$ cat src/rtl/instr_fetch_pkg.sv
// Shared CPU fetch definitions: FSM state encoding, default reset PC and
// halt word, and the word-alignment helper used on redirects.
package instr_fetch_pkg;

  typedef enum logic [1:0] {
    ST_IDLE    = 2'd0,
    ST_FETCH   = 2'd1,
    ST_CAPTURE = 2'd2,
    ST_HALT    = 2'd3
  } fetch_state_e;

  localparam logic [31:0] DEFAULT_RESET_PC  = 32'h0000_0000;
  localparam logic [31:0] DEFAULT_HALT_WORD = 32'hFFFF_FFFF;

  // Clears the byte-offset bits so the PC always points at a whole word.
  function automatic logic [31:0] align_word(input logic [31:0] addr);
    return {addr[31:2], 2'b00};
  endfunction

endpackage

$ cat src/rtl/instr_fetch_if.sv
// Bundle between the control unit / instruction memory and the fetcher.
//
// Handshake: fetch_req and redirect_valid are single-cycle requests that are
// accepted only while the fetcher is idle (busy=0 and halted=0); anything
// presented while busy or halted is dropped, never queued. Each accepted
// fetch_req produces exactly one fetch_done pulse three cycles later, in the
// same cycle the new ir/pc become visible. The memory side has no handshake:
// im_dout must hold the word at im_addr one cycle after im_addr is presented.
interface instr_fetch_if
  import instr_fetch_pkg::*;
#(
  parameter int ADDR_W = 10
) ();

  logic              fetch_req;
  logic              redirect_valid;
  logic [31:0]       redirect_pc;
  logic [ADDR_W-1:0] im_addr;
  logic [31:0]       im_dout;
  logic [31:0]       ir;
  logic [31:0]       pc;
  logic [31:0]       pc_plus4;
  logic              fetch_done;
  logic              busy;
  logic              halted;
  logic [31:0]       instr_count;
  fetch_state_e      state;        // debug view of the fetch FSM

  // Control unit and memory side
  modport master (
    output fetch_req, redirect_valid, redirect_pc, im_dout,
    input  im_addr, ir, pc, pc_plus4, fetch_done, busy, halted,
           instr_count, state
  );

  // Fetch unit side
  modport slave (
    input  fetch_req, redirect_valid, redirect_pc, im_dout,
    output im_addr, ir, pc, pc_plus4, fetch_done, busy, halted,
           instr_count, state
  );

endinterface

$ cat src/rtl/instr_fetch_pc_reg.sv
// Program counter register: loads an aligned redirect target or advances by
// one word; a load wins if both are requested (they never coincide in use).
module instr_fetch_pc_reg
  import instr_fetch_pkg::*;
#(
  parameter logic [31:0] RESET_PC = DEFAULT_RESET_PC
) (
  input  logic        clk,
  input  logic        rst_n,
  input  logic        load_i,
  input  logic [31:0] load_pc_i,
  input  logic        inc_i,
  output logic [31:0] pc_o,
  output logic [31:0] pc_plus4_o
);

  logic [31:0] pc_q;
  logic [31:0] pc_d;

  assign pc_o       = pc_q;
  assign pc_plus4_o = pc_q + 32'd4;

  // Next-PC selection: redirect, sequential advance, or hold
  always_comb begin
    pc_d = pc_q;
    if (load_i) begin
      pc_d = align_word(load_pc_i);
    end else if (inc_i) begin
      pc_d = pc_q + 32'd4;
    end
  end

  // PC state, reset to the (aligned) boot address
  always_ff @(posedge clk or negedge rst_n) begin
    if (!rst_n) begin
      pc_q <= align_word(RESET_PC);
    end else begin
      pc_q <= pc_d;
    end
  end

endmodule

$ cat src/rtl/instr_fetch.sv
// Multi-cycle instruction fetch initiator. Presents pc to a synchronous-read
// instruction memory, waits one cycle for the registered read, latches the
// word into ir and advances pc. The all-ones halt word parks the fetcher
// until reset.
module instr_fetch
  import instr_fetch_pkg::*;
#(
  parameter int          ADDR_W    = 10,
  parameter logic [31:0] RESET_PC  = DEFAULT_RESET_PC,
  parameter logic [31:0] HALT_WORD = DEFAULT_HALT_WORD
) (
  input  logic          clk,
  input  logic          rst_n,
  instr_fetch_if.slave  bus
);

  fetch_state_e state_q;
  logic [31:0]  ir_q;
  logic         fetch_done_q;
  logic         halted_q;
  logic [31:0]  instr_count_q;

  logic [31:0]  pc;
  logic [31:0]  pc_plus4;
  logic         is_halt;
  logic         pc_load;
  logic         pc_inc;

  assign is_halt = (bus.im_dout == HALT_WORD);
  // Redirects only land while idle; a same-cycle fetch_req then uses the new PC.
  assign pc_load = (state_q == ST_IDLE) && bus.redirect_valid;
  assign pc_inc  = (state_q == ST_CAPTURE) && !is_halt;

  instr_fetch_pc_reg #(
    .RESET_PC (RESET_PC)
  ) u_pc_reg (
    .clk        (clk),
    .rst_n      (rst_n),
    .load_i     (pc_load),
    .load_pc_i  (bus.redirect_pc),
    .inc_i      (pc_inc),
    .pc_o       (pc),
    .pc_plus4_o (pc_plus4)
  );

  // Fetch sequencing FSM with registered ir, done pulse, halt flag and count
  always_ff @(posedge clk or negedge rst_n) begin
    if (!rst_n) begin
      state_q       <= ST_IDLE;
      ir_q          <= '0;
      fetch_done_q  <= 1'b0;
      halted_q      <= 1'b0;
      instr_count_q <= '0;
    end else begin
      fetch_done_q <= 1'b0;
      case (state_q)
        ST_IDLE: begin
          if (bus.fetch_req) begin
            state_q <= ST_FETCH;
          end
        end
        ST_FETCH: begin
          // Memory registers the addressed word at the end of this cycle.
          state_q <= ST_CAPTURE;
        end
        ST_CAPTURE: begin
          ir_q         <= bus.im_dout;
          fetch_done_q <= 1'b1;
          if (is_halt) begin
            halted_q <= 1'b1;
            state_q  <= ST_HALT;
          end else begin
            instr_count_q <= instr_count_q + 32'd1;
            state_q       <= ST_IDLE;
          end
        end
        ST_HALT: begin
          state_q <= ST_HALT;
        end
        default: begin
          state_q <= ST_IDLE;
        end
      endcase
    end
  end

  assign bus.im_addr     = pc[ADDR_W+1:2];
  assign bus.ir          = ir_q;
  assign bus.pc          = pc;
  assign bus.pc_plus4    = pc_plus4;
  assign bus.fetch_done  = fetch_done_q;
  assign bus.busy        = (state_q == ST_FETCH) || (state_q == ST_CAPTURE);
  assign bus.halted      = halted_q;
  assign bus.instr_count = instr_count_q;
  assign bus.state       = state_q;

endmodule

$ cat src/flat_wrapper.sv
// flat-port wrapper written by rule: the top's interface ports become plain ports
module instr_fetch_flat import instr_fetch_pkg::*;
#(
  parameter int          ADDR_W    = 10,
  parameter logic [31:0] RESET_PC  = DEFAULT_RESET_PC,
  parameter logic [31:0] HALT_WORD = DEFAULT_HALT_WORD
)
  (clk, rst_n, bus_fetch_req, bus_redirect_valid, bus_redirect_pc, bus_im_dout, bus_im_addr, bus_ir, bus_pc, bus_pc_plus4, bus_fetch_done, bus_busy, bus_halted, bus_instr_count, bus_state);
  instr_fetch_if #(.ADDR_W(ADDR_W)) bus_i ();
  input  logic clk;
  input  logic rst_n;
  input wire logic [$bits(bus_i.fetch_req)-1:0] bus_fetch_req;
  input wire logic [$bits(bus_i.redirect_valid)-1:0] bus_redirect_valid;
  input wire logic [$bits(bus_i.redirect_pc)-1:0] bus_redirect_pc;
  input wire logic [$bits(bus_i.im_dout)-1:0] bus_im_dout;
  output wire logic [$bits(bus_i.im_addr)-1:0] bus_im_addr;
  output wire logic [$bits(bus_i.ir)-1:0] bus_ir;
  output wire logic [$bits(bus_i.pc)-1:0] bus_pc;
  output wire logic [$bits(bus_i.pc_plus4)-1:0] bus_pc_plus4;
  output wire logic [$bits(bus_i.fetch_done)-1:0] bus_fetch_done;
  output wire logic [$bits(bus_i.busy)-1:0] bus_busy;
  output wire logic [$bits(bus_i.halted)-1:0] bus_halted;
  output wire logic [$bits(bus_i.instr_count)-1:0] bus_instr_count;
  output wire logic [$bits(bus_i.state)-1:0] bus_state;
  assign bus_i.fetch_req = bus_fetch_req;
  assign bus_i.redirect_valid = bus_redirect_valid;
  assign bus_i.redirect_pc = bus_redirect_pc;
  assign bus_i.im_dout = bus_im_dout;
  assign bus_im_addr = bus_i.im_addr;
  assign bus_ir = bus_i.ir;
  assign bus_pc = bus_i.pc;
  assign bus_pc_plus4 = bus_i.pc_plus4;
  assign bus_fetch_done = bus_i.fetch_done;
  assign bus_busy = bus_i.busy;
  assign bus_halted = bus_i.halted;
  assign bus_instr_count = bus_i.instr_count;
  assign bus_state = bus_i.state;
  instr_fetch #(.ADDR_W(ADDR_W), .RESET_PC(RESET_PC), .HALT_WORD(HALT_WORD)) u_core (.clk(clk), .rst_n(rst_n), .bus(bus_i));
endmodule
$ cat config.mk
export PLATFORM = sky130hd
export DESIGN_NAME = instr_fetch_flat
export DESIGN_NICKNAME = d
export VERILOG_FILES = /design/src/rtl/instr_fetch_pkg.sv /design/src/rtl/instr_fetch_if.sv /design/src/rtl/instr_fetch_pc_reg.sv /design/src/rtl/instr_fetch.sv /design/src/flat_wrapper.sv
export SDC_FILE = /design/constraint.sdc
export NUM_CORES = 1
export LEC_CHECK = 0
export CAP_MARGIN = 20
export CORE_MARGIN = 2
export CORE_UTILIZATION = 47
export DETAILED_ROUTE_END_ITERATION = 8
export HOLD_SLACK_MARGIN = 0.08
export PLACE_DENSITY = 0.86
export SYNTH_ARGS = -nofsm -noshare
export SYNTH_HDL_FRONTEND = slang
export SYNTH_SLANG_ARGS = --single-unit
$ cat constraint.sdc
create_clock -name clk -period 4.56 [get_ports clk]
set_input_delay 1.14 -clock clk [delete_from_list [all_inputs] [get_ports clk]]
set_output_delay 1.14 -clock clk [all_outputs]
set_load 0.01 [all_outputs]
==> metrics.txt, run 1 <==
layout cell share with drive strength beyond 1=0.0929; initial antenna violation count=0; gr ovfl total=0; clock buffer depth=2; HP Class=reg2reg; vias per cell=5.60; CTS sink cnt=98; Area Overhead vs Synth=44.0%; min Tclk post-route=4.11 ns; synth warn=0; Post-Layout Cell Count=840; synthesized area per cell=10.4 sq um; TritonCTS clock tree=yes; Achievable Freq=approximately 240 MHz; max_cap viols=0; Core ar.=0.0109 sq mm; clock slew at reported path FFs=0.09 ns; Cell variety after synth=41; Root Buffer=clkbuf_8; Max VDD drop=0.411 mV; initial core utilization=0.483; Crit. End Element=output port; total power=4.60 mW; chip height=110 um; first-pass GRT wire length=between 20000 and 25000 um; total number of vias=~4700; # diodes=0; total CTS buffers=9; PortBufs=204; I/O pin total=211; Layout Skew=0.0119 ns; maximum level of the CTS H-tree=3; flops & latches, synth=98; Seq/Total Area, Yosys=0.466; unrepaired setup endpoints after global routing=false; leakage=between 2 and 3 nW; Final Setup Violations=0; placer congestion estimate=0.839; outcome=complete, no violations; vias in the first global route=4778; full die area=around 0.012 sq mm; post-CTS sizing=0; final hold viol count=0; DRT Wirelength=15300 um; DRC viols=0; ANT nets after route=0; Crit Path Class=reg2out; total track usage=0.259; die span in x=approximately 110 um; required time worst endpoint=approximately 3.4 ns; PwrDens=606 mW/mm^2; Post-Syn Area=0.00526 sq mm; total negative slack=0 ns; Final #Nets=between 700 and 800; Critical Path Start Type=flip-flop; Least-Margin Pin Slew=0.977 ns; Rows=38; Setup Buffers After CTS=0; DRT Pass-1 Iters=5; Cells after DPL=824; Synth Instances=between 500 and 600; max-slew violations=0; worst-path maximum fanout=7; slew margin rel.=0.349; Skew-Pair Late Insertion Delay=0.39 ns; wire per inst=roughly 18 um; DP HPWL=around 11000 um; cts hold-fix bufs=0; endpoint arrival time on the critical path=2.97 ns; DRT iter0 DRCs=270; largest net degree at the start of global routing=77; fin crit share=0.901
==> cells in the final DEF, fill, tap and decap left out, types with 7 or more instances in the layout <==
cell / n
a2111oi_0: 7
dfrtp_1: 98
xnor2_1: 66
buf_4: 8
clkdlybuf4s50_1: 203
a211oi_1: 11
and3_1: 18
a31oi_1: 9
inv_1: 14
o21ai_0: 21
clkbuf_8: 10
and4_1: 12
mux2_2: 33
nand4_1: 29
xor2_1: 13
nor2_1: 22
nand2_1: 45
nand3_1: 28
==> kinds of logic (layout without fill, tap and decap cells) <==
logic type | Yosys count | in the layout | share of synthesized area
compound gates | 64 | 64 | 0.0825
xor+xnor | 79 | 79 | 0.131
fa+ha+maj | 6 | 6 | 0.0143
buf+inv | 52 | 241 | 0.0497
flops | 98 | 98 | 0.466
mux | 35 | 35 | 0.0744
other cells | 1 | 4 | 0.000712
simple gates | 173 | 173 | 0.181
==> synth_stat cells <==
| library cell | number | area [sq um] |
|---|---|---|
| a2111oi_0 | 7 | 61.3 |
| a2111oi_2 | 2 | 30.0 |
| a211oi_1 | 11 | 82.6 |
| a21o_1 | 2 | 15.0 |
| a21oi_1 | 5 | 25.0 |
| a31o_2 | 1 | 8.76 |
| a31oi_1 | 9 | 56.3 |
| a41o_1 | 1 | 10.0 |
| and2_1 | 6 | 37.5 |
| and3_1 | 18 | 113 |
| and4_1 | 12 | 105 |
| buf_2 | 2 | 10.0 |
| buf_4 | 15 | 113 |
| buf_6 | 1 | 11.3 |
| clkbuf_1 | 20 | 75.1 |
| conb_1 | 1 | 3.75 |
| dfrtp_1 | 98 | 2450 |
| ha_1 | 6 | 75.1 |
| inv_1 | 14 | 52.6 |
| mux2_2 | 33 | 372 |
| mux2i_1 | 2 | 20.0 |
| nand2_1 | 45 | 169 |
| nand2b_1 | 3 | 18.8 |
| nand3_1 | 28 | 140 |
| nand4_1 | 29 | 181 |
| nand4_4 | 1 | 21.3 |
| nand4b_1 | 1 | 8.76 |
| nor2_1 | 22 | 82.6 |
| nor3_1 | 2 | 10.0 |
| nor4_2 | 2 | 25.0 |
| nor4b_1 | 1 | 8.76 |
| o211ai_1 | 1 | 7.51 |
| o21ai_0 | 21 | 105 |
| o21bai_1 | 1 | 7.51 |
| o31a_1 | 2 | 17.5 |
| o31ai_1 | 1 | 7.51 |
| or3b_1 | 1 | 8.76 |
| or4b_1 | 1 | 10.0 |
| or4b_4 | 1 | 13.8 |
| xnor2_1 | 66 | 578 |
| xor2_1 | 13 | 114 |
==> sequential cells by signal (all words and copies together) (netlist names) <==
signal	flops
u_core.bus.fetch_done	1
u_core.bus.instr_count	32
u_core.bus.halted	1
u_core.u_pc_reg.pc_o	30
u_core.bus.ir	32
u_core.bus.state	2
==> where the power goes <==
group          switching [mW]  internal, mW  leakage, nW  total, mW
sequential              0.391          1.19         1.20       1.58
clock                   0.320         0.326        0.114      0.646
combinational            1.01          1.36         1.68       2.37
==> metal layers <==
layer,vias to the layer above,global-route usage,wire [um]
met5,-,0,0
met4,0,0.101,325
met3,22,0.0705,1300
met2,213,0.450,7770
met1,2304,0.301,5930
li1,2166,-,-
==> worst max-delay path: stages, from the launching register on <==
cell,delay (ns)
dfrtp_1,0.48
ha_1,0.32
and4_1,0.28
nand4_1,0.31
nor2_1,0.35
nand2_1,0.11
xnor2_1,0.16
clkdlybuf4s50_1,0.58
==> layout make-up <==
| cell class | count | area, sq um |
|---|---|---|
| Clock inverter | 6 | 88.8 |
| Timing Repair Buffer | 211 | 2090 |
| Tap cell | 140 | 175 |
| Sequential cell | 98 | 2450 |
| Inverter | 14 | 52.6 |
| Multi-Input combinational cell | 361 | 2580 |
| Fill cell | 811 | 3310 |
| Clock buffer | 10 | 138 |
==> final timing paths <==
check / end / slack [ns] / cells after the start / startpoint
min in group asynchronous: u_core.bus.instr_count[15] / 0.90 / 1 / rst_n
max in group asynchronous: u_core.u_pc_reg.pc_o[4] / 2.73 / 2 / rst_n
setup / recovery: bus_pc_plus4[28] / 0.45 / 7 / u_core.u_pc_reg.pc_o[2]
hold reg to reg: u_core.bus.instr_count[27] / 0.49 / 1 / u_core.bus.instr_count[27]
hold / removal: u_core.bus.instr_count[27] / 0.49 / 1 / u_core.bus.instr_count[27]
setup reg to reg: u_core.bus.instr_count[3] / 1.90 / 7 / u_core.bus.state[0]
==> per-stage QoR <==
step           utilization  setup slack (ns)  instance area [sq um]  hold WS (ns)
6_report             0.696             0.451                   7580         0.491
5_1_grt              0.696             0.311                   7580         0.519
4_1_cts              0.696             0.413                   7580         0.495
3_5_place_dp         0.675             0.856                   7350         0.479
3_3_place_gp         0.675             0.964                   7350         0.465
2_1_floorplan            -              1.53                   5280         0.507
Note: power is estimated with default switching activity, not from simulation.
==> inputs of run 2 (changes only) <==
Settings changed: CAP_MARGIN 20 to unset.
==> results of run 2 <==
No change in the layout: final DEF, timing and power equal those of run 1.
